File: src/rtl/instr_encoder.sv
// -----------------------------------------------------------------------------
// instr_encoder
//
// Purpose
//   Builds 32-bit RV64I instruction words from decoded fields. This is the
//   inverse of the decode stage. Each accepted, legal request is encoded into a
//   single output register and written to instruction memory through a
//   valid/ready write port, at consecutive word addresses. Illegal requests are
//   consumed, never written, and counted.
//
// Ports
//   clk, reset          rising-edge clock; asynchronous active-high reset
//   cfg_load, cfg_base  reload the write pointer (drops any pending word)
//   req_valid/req_ready request handshake
//   req_class           op class (0 LOAD .. 10 R64; 11-15 illegal)
//   req_funct3/req_f7b5 funct3 field and instruction bit 30
//   req_rd/rs1/rs2      register fields
//   req_imm             signed immediate (U-type: full value, low 12 bits 0)
//   imem_we/imem_ready  memory write handshake
//   imem_addr/wdata     word address and encoded instruction
//   wr_count            words written since reset/cfg_load (saturates at DEPTH)
//   err, err_count      sticky illegal flag and dropped-request count (saturating)
// -----------------------------------------------------------------------------
module instr_encoder #(
   parameter int ADDR_W = 10,
   parameter int DEPTH  = 1024,
   parameter int ERR_W  = 8
) (
   input  logic              clk,
   input  logic              reset,
   input  logic              cfg_load,
   input  logic [ADDR_W-1:0] cfg_base,
   input  logic              req_valid,
   output logic              req_ready,
   input  logic [3:0]        req_class,
   input  logic [2:0]        req_funct3,
   input  logic              req_f7b5,
   input  logic [4:0]        req_rd,
   input  logic [4:0]        req_rs1,
   input  logic [4:0]        req_rs2,
   input  logic [31:0]       req_imm,
   output logic              imem_we,
   input  logic              imem_ready,
   output logic [ADDR_W-1:0] imem_addr,
   output logic [31:0]       imem_wdata,
   output logic [ADDR_W:0]   wr_count,
   output logic              err,
   output logic [ERR_W-1:0]  err_count
);

   // Op classes as presented on req_class; 11-15 have no encoding.
   typedef enum logic [3:0] {
      cls_load   = 4'd0,
      cls_store  = 4'd1,
      cls_r      = 4'd2,
      cls_i      = 4'd3,
      cls_branch = 4'd4,
      cls_lui    = 4'd5,
      cls_auipc  = 4'd6,
      cls_jal    = 4'd7,
      cls_jalr   = 4'd8,
      cls_i64    = 4'd9,
      cls_r64    = 4'd10
   } op_class_t;

   localparam logic [6:0] opc_load   = 7'b0000011;
   localparam logic [6:0] opc_store  = 7'b0100011;
   localparam logic [6:0] opc_op     = 7'b0110011;
   localparam logic [6:0] opc_op_imm = 7'b0010011;
   localparam logic [6:0] opc_branch = 7'b1100011;
   localparam logic [6:0] opc_lui    = 7'b0110111;
   localparam logic [6:0] opc_auipc  = 7'b0010111;
   localparam logic [6:0] opc_jal    = 7'b1101111;
   localparam logic [6:0] opc_jalr   = 7'b1100111;
   localparam logic [6:0] opc_op_i32 = 7'b0011011;
   localparam logic [6:0] opc_op_32  = 7'b0111011;

   localparam logic [ADDR_W-1:0] addr_last = ADDR_W'(DEPTH - 1);
   localparam logic [ADDR_W:0]   count_max = (ADDR_W + 1)'(DEPTH);
   localparam logic [ERR_W-1:0]  err_max   = {ERR_W{1'b1}};

   // --------------------------------------------------------------------------
   // Immediate range qualifiers
   // --------------------------------------------------------------------------
   logic signed [31:0] simm;
   logic               fits_i;      // 12-bit signed (I, S, LOAD, JALR)
   logic               fits_b;      // 13-bit signed, even (branch)
   logic               fits_j;      // 21-bit signed, even (JAL)
   logic               fits_u;      // low 12 bits clear (LUI/AUIPC)
   logic               shamt6_ok;   // RV64 shift amount 0..63
   logic               shamt5_ok;   // word shift amount 0..31
   logic               is_shift;    // funct3 selects SLLI/SRLI/SRAI family

   assign simm      = $signed(req_imm);
   assign fits_i    = (simm >= -32'sd2048) && (simm <= 32'sd2047);
   assign fits_b    = (simm >= -32'sd4096) && (simm <= 32'sd4094) && !req_imm[0];
   assign fits_j    = (simm >= -32'sd1048576) && (simm <= 32'sd1048574) && !req_imm[0];
   assign fits_u    = (req_imm[11:0] == 12'h000);
   assign shamt6_ok = (req_imm[31:6] == '0);
   assign shamt5_ok = (req_imm[31:5] == '0);
   assign is_shift  = (req_funct3 == 3'b001) || (req_funct3 == 3'b101);

   // --------------------------------------------------------------------------
   // Field-to-word encoding and legality
   // --------------------------------------------------------------------------
   logic [31:0] enc_word;
   logic        enc_legal;

   always_comb begin
      // NOTE: every signal written here gets a default first, so no path can
      // leave it unassigned and infer a latch.
      enc_word  = '0;
      enc_legal = 1'b0;

      case (req_class)
         cls_load: begin
            enc_word  = {req_imm[11:0], req_rs1, req_funct3, req_rd, opc_load};
            enc_legal = fits_i && (req_funct3 != 3'b111);
         end

         cls_store: begin
            enc_word  = {req_imm[11:5], req_rs2, req_rs1, req_funct3,
                         req_imm[4:0], opc_store};
            enc_legal = fits_i && !req_funct3[2];
         end

         cls_r: begin
            enc_word  = {1'b0, req_f7b5, 5'b00000, req_rs2, req_rs1, req_funct3,
                         req_rd, opc_op};
            enc_legal = 1'b1;
         end

         cls_i: begin
            if (is_shift) begin
               // Shift-immediate: 6-bit shamt, bit 30 selects arithmetic.
               enc_word  = {1'b0, req_f7b5, 4'b0000, req_imm[5:0], req_rs1,
                            req_funct3, req_rd, opc_op_imm};
               enc_legal = shamt6_ok;
            end else begin
               enc_word  = {req_imm[11:0], req_rs1, req_funct3, req_rd, opc_op_imm};
               enc_legal = fits_i;
            end
         end

         cls_branch: begin
            // Offset bit 0 is implicit; bits are scattered to keep the sign at 31.
            enc_word  = {req_imm[12], req_imm[10:5], req_rs2, req_rs1, req_funct3,
                         req_imm[4:1], req_imm[11], opc_branch};
            enc_legal = fits_b && (req_funct3 != 3'b010) && (req_funct3 != 3'b011);
         end

         cls_lui: begin
            enc_word  = {req_imm[31:12], req_rd, opc_lui};
            enc_legal = fits_u;
         end

         cls_auipc: begin
            enc_word  = {req_imm[31:12], req_rd, opc_auipc};
            enc_legal = fits_u;
         end

         cls_jal: begin
            enc_word  = {req_imm[20], req_imm[10:1], req_imm[11], req_imm[19:12],
                         req_rd, opc_jal};
            enc_legal = fits_j;
         end

         cls_jalr: begin
            // JALR has only one funct3 encoding; the request field is ignored.
            enc_word  = {req_imm[11:0], req_rs1, 3'b000, req_rd, opc_jalr};
            enc_legal = fits_i;
         end

         cls_i64: begin
            case (req_funct3)
               3'b000: begin
                  enc_word  = {req_imm[11:0], req_rs1, req_funct3, req_rd, opc_op_i32};
                  enc_legal = fits_i;
               end
               3'b001, 3'b101: begin
                  // Word shifts: 5-bit shamt, bit 25 stays zero.
                  enc_word  = {1'b0, req_f7b5, 5'b00000, req_imm[4:0], req_rs1,
                               req_funct3, req_rd, opc_op_i32};
                  enc_legal = shamt5_ok;
               end
               default: enc_legal = 1'b0;
            endcase
         end

         cls_r64: begin
            enc_word  = {1'b0, req_f7b5, 5'b00000, req_rs2, req_rs1, req_funct3,
                         req_rd, opc_op_32};
            enc_legal = (req_funct3 == 3'b000) || (req_funct3 == 3'b001) ||
                        (req_funct3 == 3'b101);
         end

         default: enc_legal = 1'b0;
      endcase
   end

   // --------------------------------------------------------------------------
   // Handshakes
   // --------------------------------------------------------------------------
   logic accept;       // request consumed this cycle (legal or not)
   logic fire;         // memory takes the pending word this cycle
   logic [ADDR_W-1:0] addr_next;

   // The single output slot can be refilled in the same cycle it drains.
   assign req_ready = !cfg_load && (!imem_we || imem_ready);
   assign accept    = req_valid && req_ready;
   assign fire      = imem_we && imem_ready;
   assign addr_next = (imem_addr == addr_last) ? '0 : imem_addr + 1'b1;

   // --------------------------------------------------------------------------
   // Output register, write pointer and counters
   // --------------------------------------------------------------------------
   always_ff @(posedge clk or posedge reset) begin
      // NOTE: sequential state uses non-blocking assignments so every register
      // samples the pre-edge values, independent of statement order.
      if (reset) begin
         imem_we    <= 1'b0;
         imem_addr  <= '0;
         imem_wdata <= '0;
         wr_count   <= '0;
         err        <= 1'b0;
         err_count  <= '0;
      end else if (cfg_load) begin
         // Any pending word is abandoned; error history is kept.
         imem_we   <= 1'b0;
         imem_addr <= cfg_base;
         wr_count  <= '0;
      end else begin
         if (fire) begin
            imem_addr <= addr_next;
            if (wr_count != count_max) wr_count <= wr_count + 1'b1;
         end

         if (accept && enc_legal) begin
            imem_we    <= 1'b1;
            imem_wdata <= enc_word;
         end else if (fire) begin
            imem_we <= 1'b0;
         end

         if (accept && !enc_legal) begin
            err <= 1'b1;
            if (err_count != err_max) err_count <= err_count + 1'b1;
         end
      end
   end

endmodule
File: config.mk
export PLATFORM = sky130hd
export DESIGN_NAME = instr_encoder
export DESIGN_NICKNAME = d
export VERILOG_FILES = /design/src/rtl/instr_encoder.sv
export SDC_FILE = /design/constraint.sdc
export NUM_CORES = 1
export LEC_CHECK = 0
export CAP_MARGIN = 30
export CORE_ASPECT_RATIO = 0.6
export CORE_MARGIN = 2
export CORE_UTILIZATION = 48
export CTS_BUF_LIST = sky130_fd_sc_hd__clkbuf_4 sky130_fd_sc_hd__clkbuf_8
export DETAILED_ROUTE_END_ITERATION = 16
export PLACE_DENSITY = 0.82
export SYNTH_ARGS = -nofsm -noshare
export SYNTH_HDL_FRONTEND = slang
export SYNTH_SLANG_ARGS = --single-unit
File: constraint.sdc
create_clock -name clk -period 2.4 [get_ports clk]
set_clock_uncertainty 0.05 [all_clocks]
set_input_delay 0.48 -clock clk [delete_from_list [all_inputs] [get_ports clk]]
set_output_delay 0.48 -clock clk [all_outputs]
set_load 0.01 [all_outputs]
==> impl_results.md <==
* Status: completed
* Critical path arrival at 2.56 ns
* Ys Warns at 0
* # fillers at 578
* Synth Instances at 433
* Fmax at 422 MHz
* Longest Clk Path Bufs at 2
* Setup tns final at 0 ns
* Most Used Layer, Global Route: met2
* Clk root buf: clkbuf_8
* Share of post-route cells with drive strength above 1 at 0.322
* Number of placement rows at 26
* Crit-path max FO at 8
* First-pass GRT wire length at 23800 um
* Initial antenna violation count at 0
* Global Route met3 Usage at 0.0872
* Startpoint types: input port
* DRC errors left at 0
* CTS buffer count at 9
* Worst R2R Path Depth at 8
* ANT nets after route at 0
* Total die area at 9590 um^2
* CP endpoint kind: flop
* Post-DR vias/cell at 5.94
* Clock sinks at 62
* Core ar. at 8520 um^2
* Wire length per cell at 19.3 um
* Leak Pwr at 2.92 nW
* Die X at 125 um
* Peak supply drop at 0.000429 V
* CTS tree: built
* Insertion delay to the later sink of the worst-skew pair at 0.36 ns
* Max cap viols at 0
* Ys flop type: dfrtp_1
* Placer Congestion at 0.968
* Cell variety after synth at 70
* Global router's overall resource usage at 0.315
* Share of the synthesized area in the top cell type at 0.367
* Final Hold Viols at 0
* Final wirelength at 14900 um
* Top cell type by total area after synthesis: dfrtp_1
* GRT met2 Usage at 0.476
* IO Pins at 134
* Gr ovfl total at 0
* Min-delay worst type: input port to async pin
* Final Max Tran Viols at 0
* Pre-antenna DRT Iters at 5
* Endpoints failing setup at 0
* Vias in the first global route at 4552
* Tcrit/Tclk final at 0.988
* Clk slew on worst S/H paths at 0.07 ns
* Post-synth top cells: dfrtp_1 (62), a21oi_1 (34), nand2_1 (33)
* Synth Register Bits at 62
* DIE HEIGHT at 76.7 um
* Mean Syn Cell Area at 9.75 um^2
* Hpwl dp at 10600 um
* N_diodes at 0
* Async SR Flop Fraction at 1.00
* Initial DRC count at 492
* Post-layout min period at 2.37 ns
* Relative slew slack at 0.684
* Initial Utilization at 0.495
* GR Util met1 at 0.437
* Largest net degree at the start of global routing at 63
* H-tree depth at 3
* Most frequent cell after synthesis: dfrtp_1
* Register area share after synthesis at 0.367
* Pwr Density at 546 nW/um^2
* Hold_ws at 0.429 ns
* Setup ws final at 0.0296 ns
* Total number of vias at 4590
* Required @ worst endpoint at 2.59 ns
* Syn nets at 507
* Synthesized cell area at 4220 um^2
* Synth top area cells: dfrtp_1 (37%), mux2_4 (10%), a21oi_1 (4.0%), nand2_1 (2.9%), o21ai_0 (2.8%)
* Worst-Margin Slew at 0.473 ns
* Number of synthesized flops with an enable pin at 0
* Syn-to-layout area delta at 57.4%
* Pre-CTS WS at -0.621 ns
* RSZ-0062 raised after global routing: yes
* Final #Nets at 731
* IO Port Bufs at 133
* Critical path class: input port to flop
[logic make-up (layout without fill, tap and decap cells)]
family / count (synthesis) / in the layout / share of synthesized area
adder cells (fa/ha/maj): 4 / 4 / 0.0119
AO/OA/AOI/OAI: 119 / 119 / 0.198
multiplexers: 33 / 33 / 0.112
XOR/XNOR: 15 / 15 / 0.0311
AND/OR/NAND/NOR: 166 / 166 / 0.224
flip-flops: 62 / 62 / 0.367
buffers and inverters: 34 / 262 / 0.0554
[final timing paths]
check                                  start              to  slack (ns)
worst min register to register           err             err        0.44
max in group asynchronous              reset  imem_wdata[16]        1.55
worst max register to register  imem_addr[1]    imem_addr[4]        0.11
worst min-delay path                   reset    imem_addr[7]        0.43
min in group clk                  req_imm[8]  imem_wdata[28]        0.43
worst max-delay path             req_imm[20]  imem_wdata[27]        0.03
[stage by stage]
stage | util | power [W] | area [um^2] | cells
global route | 0.780 | 0.00380 | 6650 | 773
floorplan | - | 0.00193 | 4220 | 433
finish | 0.780 | 0.00363 | 6650 | 773
detailed placement | 0.732 | 0.00268 | 6240 | 748
global placement | 0.732 | 0.00263 | 6240 | 748
CTS | 0.771 | 0.00361 | 6570 | 772
[state kept, by name, indices dropped and copies added (netlist names)]
name,count
imem_addr,10
wr_count,11
err,1
err_count,8
imem_wdata,31
imem_we,1
[power breakdown]
| group | switching [W] | internal [W] | total [W] | leakage (nW) |
|---|---|---|---|---|
| clock | 0.000432 | 0.000510 | 0.000942 | 0.0986 |
| combinational | 0.000524 | 0.000768 | 0.00129 | 2.02 |
| sequential | 0.000174 | 0.00122 | 0.00139 | 0.798 |
[layout make-up]
cell class | instances | area (um^2) | share of cell area
clock buffers | 11 | 145 | 0.0218
clock inverters | 4 | 47.5 | 0.00715
flip-flops and latches | 62 | 1550 | 0.233
multi-input cells | 337 | 2580 | 0.389
well taps | 112 | 140 | 0.0211
repair buffers | 236 | 2140 | 0.321
inverters | 11 | 41.3 | 0.00621
[per-layer routing]
metal / vias up / part of all wire
li1: 2072 / -
met1: 2177 / 0.43
met2: 300 / 0.44
met3: 41 / 0.10
met4: 0 / 0.024
met5: - / 0
[worst max-delay path: stages]
cell,delay (ns)
dlygate4sd2_1,0.28
nand4_1,0.17
nor3_4,0.29
nand3_2,0.15
a221oi_4,0.38
nor3_4,0.10
nor2_8,0.13
buf_12,0.13
buf_12,0.14
mux2_4,0.31
[repair_timing]
action                     4_1_cts  5_1_grt
buffers inserted                 7        2
gates cloned                     2        0
pin swaps                       21       17
setup endpoints to repair       39       41
hold buffers                     0        0
gates resized for setup         76       47
[placed cells by master (no fill, tap or decap), drive strengths merged, types with 5 or more instances in the layout]
master	instances
nor2b	9
nor3	7
nand4	11
a221o	7
clkdlybuf4s15	5
a22o	16
nor2	34
dfrtp	62
nor3b	7
clkbuf	17
nor4	6
o21ai	24
xnor2	7
xor2	8
nand2b	8
dlygate4sd2	13
inv	11
o22ai	6
nand3	15
clkdlybuf4s50	96
a21oi	34
nand2	33
mux2	30
or3	5
buf	114
and3	13
No activity file was read; power rests on OpenSTA's default activity.
==> RTL edit 1, RTL diff (config.mk and constraints unchanged) <==
Put one more register stage on the output `err`. The value now appears one clock later. The other outputs are not delayed to match.
--- a/src/rtl/instr_encoder.sv
+++ b/src/rtl/instr_encoder.sv
@@ -80,4 +80,6 @@
    localparam logic [ERR_W-1:0]  err_max   = {ERR_W{1'b1}};
 
+   logic err_s0;
+
    // --------------------------------------------------------------------------
    // Immediate range qualifiers
@@ -223,5 +225,5 @@
          imem_wdata <= '0;
          wr_count   <= '0;
-         err        <= 1'b0;
+         err_s0     <= 1'b0;
          err_count  <= '0;
       end else if (cfg_load) begin
@@ -244,5 +246,5 @@
 
          if (accept && !enc_legal) begin
-            err <= 1'b1;
+            err_s0 <= 1'b1;
             if (err_count != err_max) err_count <= err_count + 1'b1;
          end
@@ -250,3 +252,7 @@
    end
 
+   always_ff @(posedge clk) begin
+      err <= err_s0;
+   end
+
 endmodule
Check against the original RTL: not equivalent (Yosys sat finds a counterexample within 4 cycles, from zero or initial values and one cycle with reset high).
==> RTL edit 1 against the original RTL <==
The flow now finishes with violations (setup timing). Wire length decreased by 0.80%. Design area decreased by 0.77%. Via count decreased by 0.92%. Setup slack got worse by 51 ps. First-iteration DRC count fell by 13%. Sequential cell count is 1 higher. Cell count shrank 1.8%. Synthesized area increased by 0.47%. Power is 6.4% higher. Maximum frequency down 2.1%. Largest power group unchanged.
==> RTL edit 1: results (changes against the original RTL) <==
P_sw: 1180 uW (+4.0%)
asr flop ratio synth: 98.4% (-1.6 points)
share of cells above drive strength 1: 31.4% (-0.85 points)
clk buf depth: 2 (unchanged)
Commonest cells post-synth: dfrtp_1, a21oi_1, nand2_1
routed len/inst: 19.5 um (+1.0%)
status: finished, violations left
Final setup viols: 8 (+8)
maximum VDD drop: 0.512 mV (+19%)
Tot GR Track Use: 29.8% (-1.7 points)
Synth area leaders: dfrtp_1, mux2_4, a21oi_1, nand2_1, o21ai_0
final setup margin: -21.5 ps (-51.1 ps)
Leakage: 0.00291 uW (-0.25%)
# fillers: 574 (-0.69%)
Regs by FF count: imem_wdata: 31 flops, wr_count: 11 flops, imem_addr: 10 flops
largest net degree at the start of global routing: 63 (unchanged)
sequential share of the synthesized area: 37.0% (+0.30 points)
Post-Syn Area per Cell: 9.78 sq um (+0.24%)
Starting DRT DRC Count: 428 (-13%)
CTS Buf Count: 9 (unchanged)
first-pass GRT wire length: 22,700 um (-4.7%)
DP Worst Slack: -575 ps (+45.3 ps)
Final HPWL DP: 10,500 um (-1.1%)
path category of the worst min-delay check: register to register
CP arrival: 2600 ps (+40 ps)
crit path max fanout: 4 (-4)
count of cell types in the netlist: 71 (+1.4%)
drt pass-1 iters: 5 (unchanged)
Synthesis Warnings: 0 (unchanged)
Via-to-Cell Ratio: 5.99 (+0.91%)
PortBufs: 133 (unchanged)
DR vias: 4,548 (-0.92%)
Syn Nets: 508 (+0.20%)
Final nets: 716 (-2.1%)
relative slew slack: 50.8% (-18 points)
diodes inserted: 0 (unchanged)
clock latency at the later pin of the worst-skew pair: 360 ps (about the same)
vias in the first global route: 4,276 (-6.1%)
main flop type after synthesis: dfrtp_1
gr ovfl total: 0 (unchanged)
Root Buffer: clkbuf_8
RePlAce Congestion: 0.973 (+0.50%)
H-Tree Depth: 3 (unchanged)
Worst-path clk slew: 70 ps (about the same)
Final Hold Fails: 0 (unchanged)
violated checks: setup timing
Cells after DPL: 735 (-1.7%)
initial antenna violation count: 0 (unchanged)
==> RTL edit 1: metrics by stage <==
stage / hold slack (ps) / instance area, sq um / setup TNS [ps] / total power, uW
finish: 328 / 6600 / -93.1 / 3860
global route: 346 / 6600 / -796 / 4030
CTS: 330 / 6530 / -307 / 3850
detailed placement: 311 / 6160 / -20870 / 2680
global placement: 300 / 6160 / -18780 / 2640
floorplan: 290 / 4240 / 0 / 1950
==> RTL edit 1: layer usage <==
layer	GRT usage, %	vias to the layer above	share of wire, %
met3	5.93	36	10
met2	45.7	312	45
li1	-	2042	-
met5	0	-	0
met1	43.0	2158	43
met4	8.33	0	1.8
==> RTL edit 1: logic make-up (layout without fill, tap and decap cells) <==
| group | count (synthesis) | after routing | synth area share, % |
|---|---|---|---|
| AO/OA/AOI/OAI | 119 | 119 | 19.7 |
| XOR/XNOR | 15 | 15 | 3.10 |
| adder cells (fa/ha/maj) | 4 | 4 | 1.18 |
| buffers and inverters | 34 | 247 | 5.51 |
| flip-flops | 63 | 63 | 37.0 |
| multiplexers | 33 | 33 | 11.1 |
| AND/OR/NAND/NOR | 166 | 166 | 22.3 |
==> RTL edit 1: critical path: stages <==
cell	delay, ps
clkdlybuf4s15_1	210
or4_4	440
nor2_4	180
nand3_2	100
a221oi_4	320
nor3_4	110
nor2_8	150
buf_6	120
buf_12	110
buf_12	100
mux2_4	290
==> RTL edit 1: area by class of cell <==
type,count,share of cell area [%]
Clock buffer,9,1.88
Tap cell,112,2.12
Timing Repair Buffer,220,30.6
Multi-Input combinational cell,337,39.1
Inverter,11,0.626
Clock inverter,7,1.82
Sequential cell,63,23.8
==> RTL edit 1: timing repair <==
action | CTS | global route
setup endpoints to repair | 38 | 42
setup buffers | 4 | 6
gates cloned | 1 | 0
resized for setup | 52 | 65
pin swaps | 5 | 22
hold endpoints to repair | 0 | 0
==> RTL edit 1: power by group through the flow <==
stage                     registers [uW]  logic (uW)  clock network (uW)
after floorplan                     1470         481                   0
after global placement              1420        1220                   0
final                               1420        1280                1160
after CTS                           1410        1260                1180
after detailed placement            1420        1260                   0
after global routing                1440        1360                1230
==> RTL edit 1: worst paths after layout <==
| check | startpoint | cells after the start | endpoint | slack, ps |
|---|---|---|---|---|
| setup / recovery | req_imm[12] | 11 | imem_wdata[26] | -20 |
| hold / removal | err_s0 | 0 | err | 330 |
| setup reg to reg | imem_addr[1] | 8 | imem_addr[4] | 120 |
| hold reg to reg | err_s0 | 0 | err | 330 |
| max in group asynchronous | reset | 3 | imem_wdata[2] | 1550 |
| min in group asynchronous | reset | 3 | err_count[4] | 460 |
==> RTL edit 2, RTL diff (config.mk and constraints unchanged) <==
Without the edit above. Change the parameter `ADDR_W` from 10 to 11.
--- a/src/rtl/instr_encoder.sv
+++ b/src/rtl/instr_encoder.sv
@@ -23,5 +23,5 @@
 // -----------------------------------------------------------------------------
 module instr_encoder #(
-   parameter int ADDR_W = 10,
+   parameter int ADDR_W = 11,
    parameter int DEPTH  = 1024,
    parameter int ERR_W  = 8
Ports: changed (resized cfg_base, imem_addr and wr_count); port bits go from 134 to 137. No check against the original RTL was run, so the function may have changed too.
==> RTL edit 2 against the original RTL <==
Critical path depth unchanged. Combinational power fell by 4%. Wire length is 6.8% higher. Power is 3.6% higher. Design area grew 2.6%. Highest routed layer unchanged. Sequential cell count increased by 2. Register-to-register slack improved by 460 ps. Hold slack better by 21 ps. Cell count increased by 2.2%. Critical endpoint is now imem_wdata[3]. Setup slack improved by 1.4 ps. Synthesized area fell by 0.18%.
==> RTL edit 2: results (changes against the original RTL) <==
FMAX: 422 MHz (about the same)
routed len/inst: 20.2 um (+4.5%)
Reg power frac: 37.2% (-1.2 points)
Worst Hold Depth: 1
share of cells above drive strength 1: 28.3% (-3.9 points)
DP Worst Slack: -670 ps (-49.8 ps)
Regs by FF count: imem_wdata: 31 flops, wr_count: 12 flops, imem_addr: 11 flops
vias in the first global route: 4,659 (+2.4%)
comb pwr: 1240 uW (-4%)
XOR/XNOR Fraction of Synth Area: 3.32% (+0.21 points)
mux cell area share after synthesis: 13.0% (+1.8 points)
r2r worst-path depth: 6 (-2)
path category of the worst min-delay check: register to register
Compound-Gate Fraction of Synth Area: 19.4% (-0.44 points)
count of cell types in the netlist: 66 (-5.7%)
Syn Nets: 518 (+2.2%)
post-CTS setup buffer count: 10 (+3)
critical path startpoint: req_imm[6]
relative slew slack: 57.9% (-11 points)
RePlAce Congestion: 0.976 (+0.88%)
Tot GR Track Use: 33.2% (+1.7 points)
CP arrival: 2550 ps (about the same)
Commonest cells post-synth: dfrtp_1, nand2_1, o21ai_0
Starting DRT DRC Count: 374 (-24%)
status: completed
Final HPWL DP: 11,900 um (+11%)
PortBufs: 136 (+2.3%)
Via-to-Cell Ratio: 5.88 (-1.0%)
Post-Place Cell Area: 6330 sq um (+1.5%)
maximum VDD drop: 0.595 mV (+39%)
Leakage: 0.00305 uW (+4.6%)
end point of the critical path: imem_wdata[3]
sequential share of the synthesized area: 38.0% (+1.3 points)
adder-cell area share of the yosys netlist: 1.19% (+0.0021 points)
first-pass GRT wire length: 24,900 um (+4.4%)
Final nets: 748 (+2.3%)
setup slack, reg-to-reg: 570 ps (+460 ps)
largest net degree at the start of global routing: 65 (+3.2%)
Synth area leaders: dfrtp_1, mux2_4, o21ai_0, nand2_1, a22o_1
-- RTL edit 2: cell types whose count changed after synthesis, sizes merged, moves of 6 or more --
cell	delta
nand2	+10
o21ai	+11
a21oi	-14
nor2	-8
a221o	-6
-- RTL edit 2: worst min path at each step --
stage / from / end / slack (ps)
floorplan: err / err / 440
global placement: err / err / 410
detailed placement: imem_wdata[30] / imem_wdata[30] / 430
CTS: imem_wdata[30] / imem_wdata[30] / 450
global route: err / err / 470
finish: err / err / 450
-- RTL edit 2: cell type report --
| type | count | area [sq um] |
|---|---|---|
| clock inverter | 2 | 60.1 |
| multi-input combinational | 339 | 2550 |
| fill | 546 | 1710 |
| timing repair buffer | 244 | 2230 |
| sequential | 64 | 1600 |
| inverter | 15 | 56.3 |
| tap | 112 | 140 |
| clock buffer | 14 | 180 |
-- RTL edit 2: layer usage --
layer	up-vias	global-route usage (%)	wire, um
met4	0	12.9	509
met2	248	49.5	6970
met3	48	9.69	1390
met5	-	0	0
met1	2221	45.7	7060
li1	2125	-	-
-- RTL edit 2: per-stage QoR --
| stage | cells | hold WS, ps | total power (uW) | util [%] | TNS (ps) |
|---|---|---|---|---|---|
| floorplan | 443 | 443 | 1880 | - | -550 |
| global route | 790 | 469 | 3930 | 80.0 | -11.0 |
| CTS | 792 | 450 | 3760 | 79.4 | 0 |
| finish | 790 | 450 | 3760 | 80.0 | 0 |
| global placement | 764 | 406 | 2580 | 74.3 | -19740 |
| detailed placement | 764 | 433 | 2610 | 74.3 | -23030 |
-- RTL edit 2: critical path, stage by stage --
cell and delay [ps]:
buf_2 110, or4_4 540, nor3_4 170, nand4b_1 170
a31oi_4 190, a311oi_4 70, nor2b_4 210, buf_12 140
buf_6 130, mux2_4 320
